$ cat src/rtl/scc_pkg.sv
// Shared types for the core's memory-port arbiter.
// Holds the FSM state encoding, requester IDs and the default timeout budget.
package scc_pkg;

   typedef enum logic [1:0] {
      IDLE    = 2'd0,
      IF_BUSY = 2'd1,
      D_BUSY  = 2'd2
   } arb_state_t;

   // Requester IDs, shared with the fetch and execute stages.
   typedef enum logic {
      REQ_IF = 1'b0,
      REQ_D  = 1'b1
   } req_id_t;

   localparam int DEFAULT_TIMEOUT = 16;

   // Width of a counter that holds 0..t, with a minimum of one bit.
   function automatic int ctr_width(input int t);
      return (t < 1) ? 1 : $clog2(t + 1);
   endfunction

endpackage

$ cat src/rtl/arb_timeout_ctr.sv
// Cycle budget counter for a granted memory transaction.
// expire is raised while the count sits at TIMEOUT-1; TIMEOUT = 0 never expires.
module arb_timeout_ctr
   import scc_pkg::*;
#(
   parameter int TIMEOUT = DEFAULT_TIMEOUT
) (
   input  logic clk,
   input  logic reset,
   input  logic clear,
   input  logic enable,
   output logic expire
);

   localparam int CW = ctr_width(TIMEOUT);

   generate
      if (TIMEOUT == 0) begin : g_off
         assign expire = 1'b0;
      end else begin : g_on
         logic [CW-1:0] count;

         // NOTE: sequential state uses non-blocking assignments so every
         // register samples pre-edge values regardless of block ordering.
         always_ff @(posedge clk) begin
            if (reset || clear)
               count <= '0;
            else if (enable)
               count <= count + CW'(1);
         end

         assign expire = (count == CW'(TIMEOUT - 1));
      end
   endgenerate

endmodule

$ cat src/rtl/mem_port_arbiter.sv
// Shares one variable-latency memory port between fetch and load/store.
// Define ARB_ROUND_ROBIN_EN for round-robin tie breaking; otherwise data has fixed priority.
module mem_port_arbiter
   import scc_pkg::*;
#(
   parameter int AW      = 32,
   parameter int DW      = 32,
   parameter int TIMEOUT = DEFAULT_TIMEOUT
) (
   input  logic          clk,
   input  logic          reset,
   input  logic          if_req,
   input  logic [AW-1:0] if_addr,
   output logic          if_ack,
   output logic [DW-1:0] if_rdata,
   input  logic          d_req,
   input  logic          d_we,
   input  logic [AW-1:0] d_addr,
   input  logic [DW-1:0] d_wdata,
   output logic          d_ack,
   output logic [DW-1:0] d_rdata,
   output logic [AW-1:0] mem_addr,
   output logic [DW-1:0] mem_wdata,
   output logic          mem_rd,
   output logic          mem_wr,
   input  logic [DW-1:0] mem_rdata,
   input  logic          mem_ack,
   output logic          bus_err
);

   arb_state_t state;
   logic       busy;
   logic       expire;
   logic       done;
   logic       grant_d;
   logic       grant_if;

   assign busy = (state != IDLE);
   // Completion is suppressed during reset so a transaction cut short gets no ack.
   assign done = busy && !reset && (mem_ack || expire);

`ifdef ARB_ROUND_ROBIN_EN
   req_id_t last_grant;

   assign grant_d = d_req && (!if_req || (last_grant == REQ_IF));

   always_ff @(posedge clk) begin
      if (reset)
         last_grant <= REQ_IF;
      else if (state == IDLE && grant_d)
         last_grant <= REQ_D;
      else if (state == IDLE && grant_if)
         last_grant <= REQ_IF;
   end
`else
   assign grant_d = d_req;
`endif

   assign grant_if = if_req && !grant_d;

   arb_timeout_ctr #(
      .TIMEOUT (TIMEOUT)
   ) u_timeout (
      .clk    (clk),
      .reset  (reset),
      .clear  (!busy),
      .enable (busy && !mem_ack),
      .expire (expire)
   );

   // A timeout abort returns zero data; a store always returns zero data.
   always_comb begin
      if_ack   = (state == IF_BUSY) && done;
      d_ack    = (state == D_BUSY) && done;
      bus_err  = done && !mem_ack;
      if_rdata = (if_ack && mem_ack) ? mem_rdata : '0;
      d_rdata  = (d_ack && mem_ack && mem_rd) ? mem_rdata : '0;
   end

   always_ff @(posedge clk) begin
      if (reset) begin
         state     <= IDLE;
         mem_addr  <= '0;
         mem_wdata <= '0;
         mem_rd    <= 1'b0;
         mem_wr    <= 1'b0;
      end else begin
         case (state)
            IDLE: begin
               if (grant_d) begin
                  state     <= D_BUSY;
                  mem_addr  <= d_addr;
                  mem_wdata <= d_wdata;
                  mem_wr    <= d_we;
                  mem_rd    <= !d_we;
               end else if (grant_if) begin
                  state    <= IF_BUSY;
                  mem_addr <= if_addr;
                  mem_rd   <= 1'b1;
               end
            end
            IF_BUSY, D_BUSY: begin
               if (done) begin
                  state  <= IDLE;
                  mem_rd <= 1'b0;
                  mem_wr <= 1'b0;
               end
            end
            default: begin
               state  <= IDLE;
               mem_rd <= 1'b0;
               mem_wr <= 1'b0;
            end
         endcase
      end
   end

endmodule

$ cat config.mk
export PLATFORM = sky130hd
export DESIGN_NAME = mem_port_arbiter
export DESIGN_NICKNAME = d
export VERILOG_FILES = /design/src/rtl/scc_pkg.sv /design/src/rtl/arb_timeout_ctr.sv /design/src/rtl/mem_port_arbiter.sv
export SDC_FILE = /design/constraint.sdc
export NUM_CORES = 1
export LEC_CHECK = 0
export CAP_MARGIN = 25
export CORE_MARGIN = 10
export CORE_UTILIZATION = 36
export DETAILED_ROUTE_END_ITERATION = 8
export HOLD_SLACK_MARGIN = 0.15
export PLACE_DENSITY_LB_ADDON = 0.15
export SYNTH_ARGS = -nofsm -noshare
export SYNTH_HDL_FRONTEND = slang
export SYNTH_SLANG_ARGS = --single-unit
export TNS_END_PERCENT = 20
$ cat constraint.sdc
create_clock -name clk -period 2.6 [get_ports clk]
set_input_delay 0.39 -clock clk [delete_from_list [all_inputs] [get_ports clk]]
set_output_delay 0.39 -clock clk [all_outputs]
set_load 0.05 [all_outputs]
* Word level (Yosys, flattened, before mapping)
Cells that the tools add are included.
** Word-level totals
- Bits in registers :: 73
- Input port bits :: 134
- Output and inout port bits :: 133
- Logic and storage cells :: 52
** Operators by class
- $add $sub $neg :: 1
- Equality and inequality tests :: 6
- Multiplexer cells :: 14
- Reductions and logical operators :: 25
** Operator list (count)
- $mux 32 :: 4
- $logic_and 1x1->1 :: 10
- $reduce_and 2->1 :: 4
- $mux 2 :: 3
- $add 5x1->5 const B :: 1
- $eq 5x4->1 const B :: 1
- $logic_not 1->1 :: 5
- $mux 1 :: 4
- $ne 2x2->1 const B :: 2
- $pmux 1 s2 :: 2
- $pmux 2 s2 :: 1
- $reduce_bool 2->1 :: 2
- $ne 3x3->1 const B :: 1
- $eq 2x1->1 const B :: 1
- $eq 2x2->1 const B :: 1
- $logic_not 2->1 :: 1
- $logic_or 1x1->1 :: 2
- $reduce_or 2->1 :: 1

* Logic depth before layout (Yosys ltp)
Gate-level depths: netlist of run 1.
- Depth after elaboration :: 7
- Mapped depth :: 7
- Mapped depth without buffers :: 7

* Cells and area by module
From an unflattened synthesis of run 1, not the netlist that was laid out.
** Unflattened totals
- Cell total of the unflattened synthesis :: 417
- Area, all modules :: 3711.1 um^2
** By module, submodules not included
- mem_port_arbiter :: instances 1, cells an instance 393, area each 3453.3 um^2, seq. area each 1361.3 um^2
- arb_timeout_ctr :: instances 1, cells an instance 24, area each 257.7 um^2, seq. area each 100.1 um^2

* Worst setup path after synthesis of run 1
No wires, ideal clock.
- Path kind :: register to output
- Start :: register state[0]
- End :: output bus_err
- Arrival time :: 2.188 ns
- Required time :: 2.210 ns
- Slack :: 0.022 ns
- Cell stages (with the launch flop) :: 6
- Buffers on the path :: 1
- Cells stage by stage :: dfxtp_1 -> inv_1 -> ha_1 -> or2_1 -> buf_6 -> nor3b_1
** On the way
- Cells in the longest elaborated chain, start to end :: 4
** RTL lines
- start, declared :: line mem_port_arbiter.sv:31 : arb_state_t state;
- start signal, assigned :: line mem_port_arbiter.sv:82 : state <= IDLE;
- start signal, assigned :: line mem_port_arbiter.sv:91 : state <= D_BUSY;
- start signal, assigned :: line mem_port_arbiter.sv:97 : state <= IF_BUSY;
- $reduce_bool 2->1 :: line mem_port_arbiter.sv:38 : assign busy = (state != IDLE);
- $logic_and 1x1->1 (2 in series) :: line mem_port_arbiter.sv:40 : assign done = busy && !reset && (mem_ack || expire);
- $logic_and 1x1->1 :: line mem_port_arbiter.sv:75 : bus_err = done && !mem_ack;
- end, declared :: line mem_port_arbiter.sv:28 : output logic bus_err
No other way between the ends.

* Worst setup path in the final report of run 1
Same ends and word-level chain as after synthesis.

==> flow_metrics.tcl, run 1 <==
set metrics [dict create \
    syn_nets 553 \
    clk_pin_slew_worst_paths_ns 0.07 \
    root_buffer "clkbuf_8" \
    grt_usage_pct 20.9 \
    cp_top_family "simple AND/OR/NAND/NOR gates" \
    cts-htree-levels 3 \
    drt_iter0_markers 144 \
    async_flop_share_pct 0 \
    min-delay-start "reset" \
    period_minus_slack_ns 2.47 \
    worstPathArrival_ns 2.08 \
    finalSetupTns_ns 0 \
    slew_violations 0 \
    cap_violations 0 \
    multiInputGateArea_sq_um 1800 \
    detail_route.first_pass.iterations 4 \
    coreArea_sq_um 9280 \
    grt_pass1_wl_mm 23.3 \
    cp_max_fo 9 \
    rsz0062_at_grt "no" \
    num_rows 35 \
    area_growth_pct 106 \
    netlist_instances 414 \
    critPathMaxStageDelay_ns 0.41 \
    gp_congestion 0.805 \
    dpl.hpwl_mm 12.7 \
    report.final.hold_viol_count 0 \
    drive_gt1_share_pct 14.4 \
    synth_edf_count 0 \
    wl_mm 15.0 \
    whs_endpoint "mem_addr[30]" \
    io_pins 267 \
    grt-ovfl-total 0 \
    total_power_w 0.00425 \
    synth_cell_types 30 \
    ys_seq_area_share_pct 42.3 \
    power_density_nw_per_um2 599 \
    worstSetupStartpointType "flip-flop" \
    ys_seq_elements 73 \
    drc 0 \
    die_h_microns 118 \
    grt_max_degree 65 \
    rr_worst_depth 6 \
    pwr-share-seq_pct 32.5 \
    slowest_stage "nor3b_1" \
    setup_viol_count_final 0 \
    worst_pin_slew_ns 0.663 \
    clock_skew_ns 0.00622 \
    crit_chain "inv_1 > ha_1 > or2_1 > nor3b_1 > buf_12" \
    cp-end-kind "output port" \
    ir_worst_vdd_uv 471 \
    drt.antenna.violating_nets 0 \
    synth.most_common_cell "dfxtp_1" \
    fillerInstances 672 \
    top_layer "met4" \
    met3WireLength_mm 1.54 \
    internal_power_w 0.00264 \
    initial_core_util_pct 37.2 \
    antenna_found_initial 0 \
    pwr-share-clk_pct 25.2 \
    cts_tree "built" \
    cts.sinks 73 \
    syn_area_sq_um 3450 \
    synth_top_cell_area_share_pct 42.3 \
    wl_met2_mm 7.32 \
    portBuffers 266 \
    dieArea_sq_um 13900 \
    avgRoutedWirePerCell_microns 18.7 \
    whs_path_depth 2 \
    power.switching_w 0.00161 \
    via_count 3794 \
    ys.flop_type "dfxtp_1" \
    layout.nets 806 \
    clock_latency_ns 0.34 \
    grt_pass1_vias 4038 \
    outcome "finished clean" \
    min_period_over_period_pct 95.2 \
    synth_top_cell_by_area "dfxtp_1" \
    combinationalPowerShare_pct 42.3 \
    p_sw_share_pct 37.9 \
    cp_data_required_time_ns 2.21 \
    cts_buffers 9 \
    fmax_mhz 404 \
    post_synth.cell_area_avg_sq_um 8.34 \
    power.leakage_nw 2.83 \
    critPathBufInv 2 \
    synth.area.top_cells "dfxtp_1, and2_1, mux2i_1" \
    die_w_microns 118 \
    r2r_end "mem_wr" \
    reg2reg_slack_ns 0.79 \
    cts_buffer_depth 2 \
    vias_per_cell 4.74 \
    antennaDiodeCount 0 \
    rr_startpoint "state[0]" \
    hp-class "in2reg" \
    worstSetupPathType "reg2out" \
    wl_met1_mm 5.68 \
    slew-limit-headroom_pct 55.8 \
    postCtsSetupBuffers 0 \
    yosys_warnings 0 \
    regArea_sq_um 1460 \
    synthTopCellsByCount "dfxtp_1, and2_1, nand2_1, nor2_1, a21oi_1" \
]
==> cells by family (layout without fill, tap and decap cells) <==
family	after synthesis	count (layout)	synth area share [%]
simple gates	185	185	25.9
fa+ha+maj	5	5	1.81
mux	33	33	9.57
flops	73	73	42.3
xor+xnor	3	3	0.761
buf+inv	39	297	5.62
compound gates	76	76	14.0
==> area by class of cell <==
cell class                      instances  area share (%)
Timing Repair Buffer                  276            48.1
Multi-Input combinational cell        302            25.4
Sequential cell                        73            20.6
Tap cell                              129            2.27
Clock buffer                           11            1.99
Clock inverter                          5            1.45
Inverter                                5           0.264
==> how the worst max path moves through the flow <==
| stage | start | endpoint | slack [ns] | cells after the start |
|---|---|---|---|---|
| 6_report | state[0] | bus_err | 0.13 | 5 |
| 5_1_grt | state[0] | d_rdata[29] | 0.01 | 7 |
| 4_1_cts | state[0] | d_rdata[18] | 0.07 | 7 |
| 3_5_place_dp | state[0] | d_rdata[18] | 0.37 | 7 |
| 3_3_place_gp | mem_ack | d_rdata[9] | 0.41 | 5 |
| 2_1_floorplan | state[0] | bus_err | 0.02 | 5 |
==> cells in the final DEF, fill, tap and decap left out, drive strengths merged, types with 2 or more instances in the layout <==
cell             n
ha               5
and2            67
o21a             2
a211oi          32
nor2            41
inv              5
xor2             2
clkdlybuf4s50  197
a21oi           37
mux2i           33
clkbuf          11
and3             2
bufinv           3
dfxtp           73
o21ai            3
nor3b            2
buf             79
nand2           67
==> worst reg2reg max path, delay by kind of cell (launching register included) <==
family	cells	cell delay, ns
fa+ha+maj	1	0.28
simple gates	1	0.40
compound gates	3	0.53
flops	1	0.38
buf+inv	1	0.08
==> metal layers <==
metal | vias up | GRT usage [%]
li1 | 1883 | -
met1 | 1690 | 21.6
met2 | 197 | 36.3
met3 | 24 | 9.16
met4 | 0 | 8.27
met5 | - | 0
==> flip-flops by register name, indices dropped and copies added, names as in the netlist <==
signal	flops
u_timeout.g_on.count	5
mem_wr	1
mem_addr	32
state	2
mem_rd	1
mem_wdata	32
==> power by group through the flow <==
stage / clock network, W / registers [W] / logic, W
floorplan: 0 / 0.00198 / 0.000528
global placement: 0 / 0.00140 / 0.00178
detailed placement: 0 / 0.00141 / 0.00181
CTS: 0.00110 / 0.00138 / 0.00181
global route: 0.00114 / 0.00141 / 0.00191
finish: 0.00107 / 0.00138 / 0.00180
==> metrics by stage <==
stage	cells	hold slack (ns)	utilization, %	setup slack, ns	instance area, sq um
global route	801	0.338	76.4	0.00998	7100
finish	801	0.347	76.4	0.125	7100
floorplan	414	0.454	-	0.0215	3450
global placement	785	0.441	73.8	0.412	6850
CTS	801	0.327	76.4	0.0667	7100
detailed placement	785	0.446	73.8	0.366	6850
==> timing repair <==
item                                    CTS  global route
endpoints found under the setup margin    8            22
hold endpoints to repair                  0             0
resized for setup                         1             1
hold buffers                              0             0
pin swaps                                 0             0
Power figures use the tool's default switching activity.
==> run 2, diff against run 1 <==
- clock period: 2.6 -> 3.1 ns (I/O delays scaled with it)
==> run 2 against run 1 <==
Count of clock-buffer cells in the layout fell by 2. Wire length fell by 1.3%. Critical path depth rose by 2. Non-clock buffer count fell by 3. Power fell by 17%. Largest cell class unchanged. Via count fell by 1.3%. Cell count fell by 0.25%.
==> flow_metrics.tcl, run 2 (synthesis gave the netlist of run 1 again) <==
set metrics [dict create \
    grt-ovfl-total 0 \
    whs_ns 0.456 \
    rr_startpoint "state[0]" \
    cap_violations 0 \
    period_minus_slack_ns 2.53 \
    power_density_nw_per_um2 500 \
    dieArea_sq_um 13900 \
    regArea_sq_um 1460 \
    cts_buffers 9 \
    slowest_stage "dfxtp_1" \
    vias_per_cell 4.69 \
    area_growth_pct 104 \
    worst_slack_ns 0.566 \
    root_buffer "clkbuf_8" \
    ctsHoldBuffers 0 \
    detail_route.first_pass.iterations 4 \
    layout_commonest_cell "clkdlybuf4s50_1" \
    grt_pass1_vias 3805 \
    ir_worst_vdd_uv 352 \
    dp_worst_setup_slack_ns 0.654 \
    cp_data_required_time_ns 2.63 \
    grt_max_degree 62 \
    cts_buffer_depth 2 \
    portBuffers 266 \
    clk_pin_slew_worst_paths_ns 0.09 \
    avgRoutedWirePerCell_microns 18.5 \
    cp-end-kind "output port" \
    final_cell_mix "clkdlybuf4s50_1, dfxtp_1, and2_1, nand2_1, buf_12" \
    power.leakage_nw 2.81 \
    worst_pin_slew_ns 0.628 \
    stdcell_area_sq_um 7040 \
    slew_violations 0 \
    antenna_found_initial 1 \
    reg2reg_slack_ns 1.29 \
    dpl.hpwl_mm 12.5 \
    finalSetupTns_ns 0 \
    cp_max_fo 32 \
    worstSetupPathType "reg2out" \
    io_pins 267 \
    coreArea_sq_um 9280 \
    rr_worst_depth 6 \
    via_count 3744 \
    clock_latency_ns 0.33 \
    cts_tree "built" \
    grt_usage_pct 20.3 \
    rsz0062_at_grt "no" \
    drt.antenna.violating_nets 0 \
    layout.nets 803 \
    ctsResizeCount 0 \
    clock_skew_ns 0.0110 \
    r2r_end "mem_rd" \
    die_w_microns 118 \
    hp-class "reg2reg" \
    grt_pass1_wl_mm 22.6 \
    whs_endpoint "mem_wdata[27]" \
    initial_core_util_pct 37.2 \
    cts.sinks 73 \
    drt_iter0_markers 133 \
    gp_congestion 0.794 \
    cts-htree-levels 3 \
    wl_mm 14.8 \
    min-delay-start "mem_wdata[27]" \
    die_h_microns 118 \
    crit_chain "inv_1 > ha_1 > nor2_1 > and4_1 > buf_4 > and2_1 > buf_12" \
    setup_viol_count_final 0 \
    drc 0 \
    fmax_mhz 395 \
    multiInputGateArea_sq_um 1800 \
    worstPathArrival_ns 2.07 \
    postCtsSetupBuffers 0 \
    num_rows 35 \
    top_regs "mem_addr (32), mem_wdata (32), u_timeout.g_on.count (5)" \
    postPlaceCellArea_sq_um 6780 \
    slew-limit-headroom_pct 58.1 \
    min_period_over_period_pct 81.8 \
    critPathMaxStageDelay_ns 0.36 \
    outcome "finished clean" \
    fillerInstances 665 \
    whs_path_depth 2 \
    report.final.hold_viol_count 0 \
    worstSetupStartpointType "flip-flop" \
    drive_gt1_share_pct 14.1 \
]
## run 2: worst max path at each step
| stage | startpoint | to | slack (ns) | cells past startpoint |
|---|---|---|---|---|
| after detailed placement | mem_ack | d_rdata[11] | 0.65 | 5 |
| final | state[0] | d_rdata[4] | 0.57 | 7 |
| after global placement | mem_ack | if_rdata[31] | 0.68 | 5 |
| after global routing | state[0] | d_rdata[4] | 0.43 | 7 |
| after floorplan | state[0] | bus_err | 0.45 | 5 |
| after CTS | state[0] | d_rdata[11] | 0.57 | 7 |
## run 2: layout make-up
cell class | count | share of cell area, %
Clock buffer | 9 | 1.76
Inverter | 5 | 0.267
Clock inverter | 7 | 1.46
Tap cell | 129 | 2.29
Antenna cell | 1 | 0.0355
Timing Repair Buffer | 273 | 47.9
Multi-Input combinational cell | 302 | 25.5
Sequential cell | 73 | 20.8
## run 2: power by group
group	switching [W]	internal, W
logic	0.000938	0.000579
registers	0.0000757	0.00109
clock network	0.000375	0.000463
## run 2: worst max-delay path, delay by kind of cell (launching register included)
kind / cells / cell delay, ns
DFF: 1 / 0.36
adders and majority gates: 1 / 0.28
buffers and inverters: 3 / 0.47
and+or+nand+nor: 3 / 0.62
## run 2: stage by stage
stage | total power [W] | utilization [%] | cells
after detailed placement | 0.00269 | 73.1 | 781
after floorplan | 0.00210 | - | 414
after global placement | 0.00266 | 73.1 | 781
after CTS | 0.00352 | 75.5 | 797
final | 0.00352 | 75.8 | 799
after global routing | 0.00369 | 75.8 | 799
## run 2: layer usage
layer / wire [microns] / global-route usage (%) / share of wire, % / vias to the layer above
met4: 148 / 4.71 / 1.0 / 0
met5: 0 / 0 / 0 / -
li1: - / - / - / 1889
met2: 7450 / 35.7 / 50 / 182
met1: 6040 / 23.1 / 41 / 1665
met3: 1140 / 6.86 / 7.7 / 8
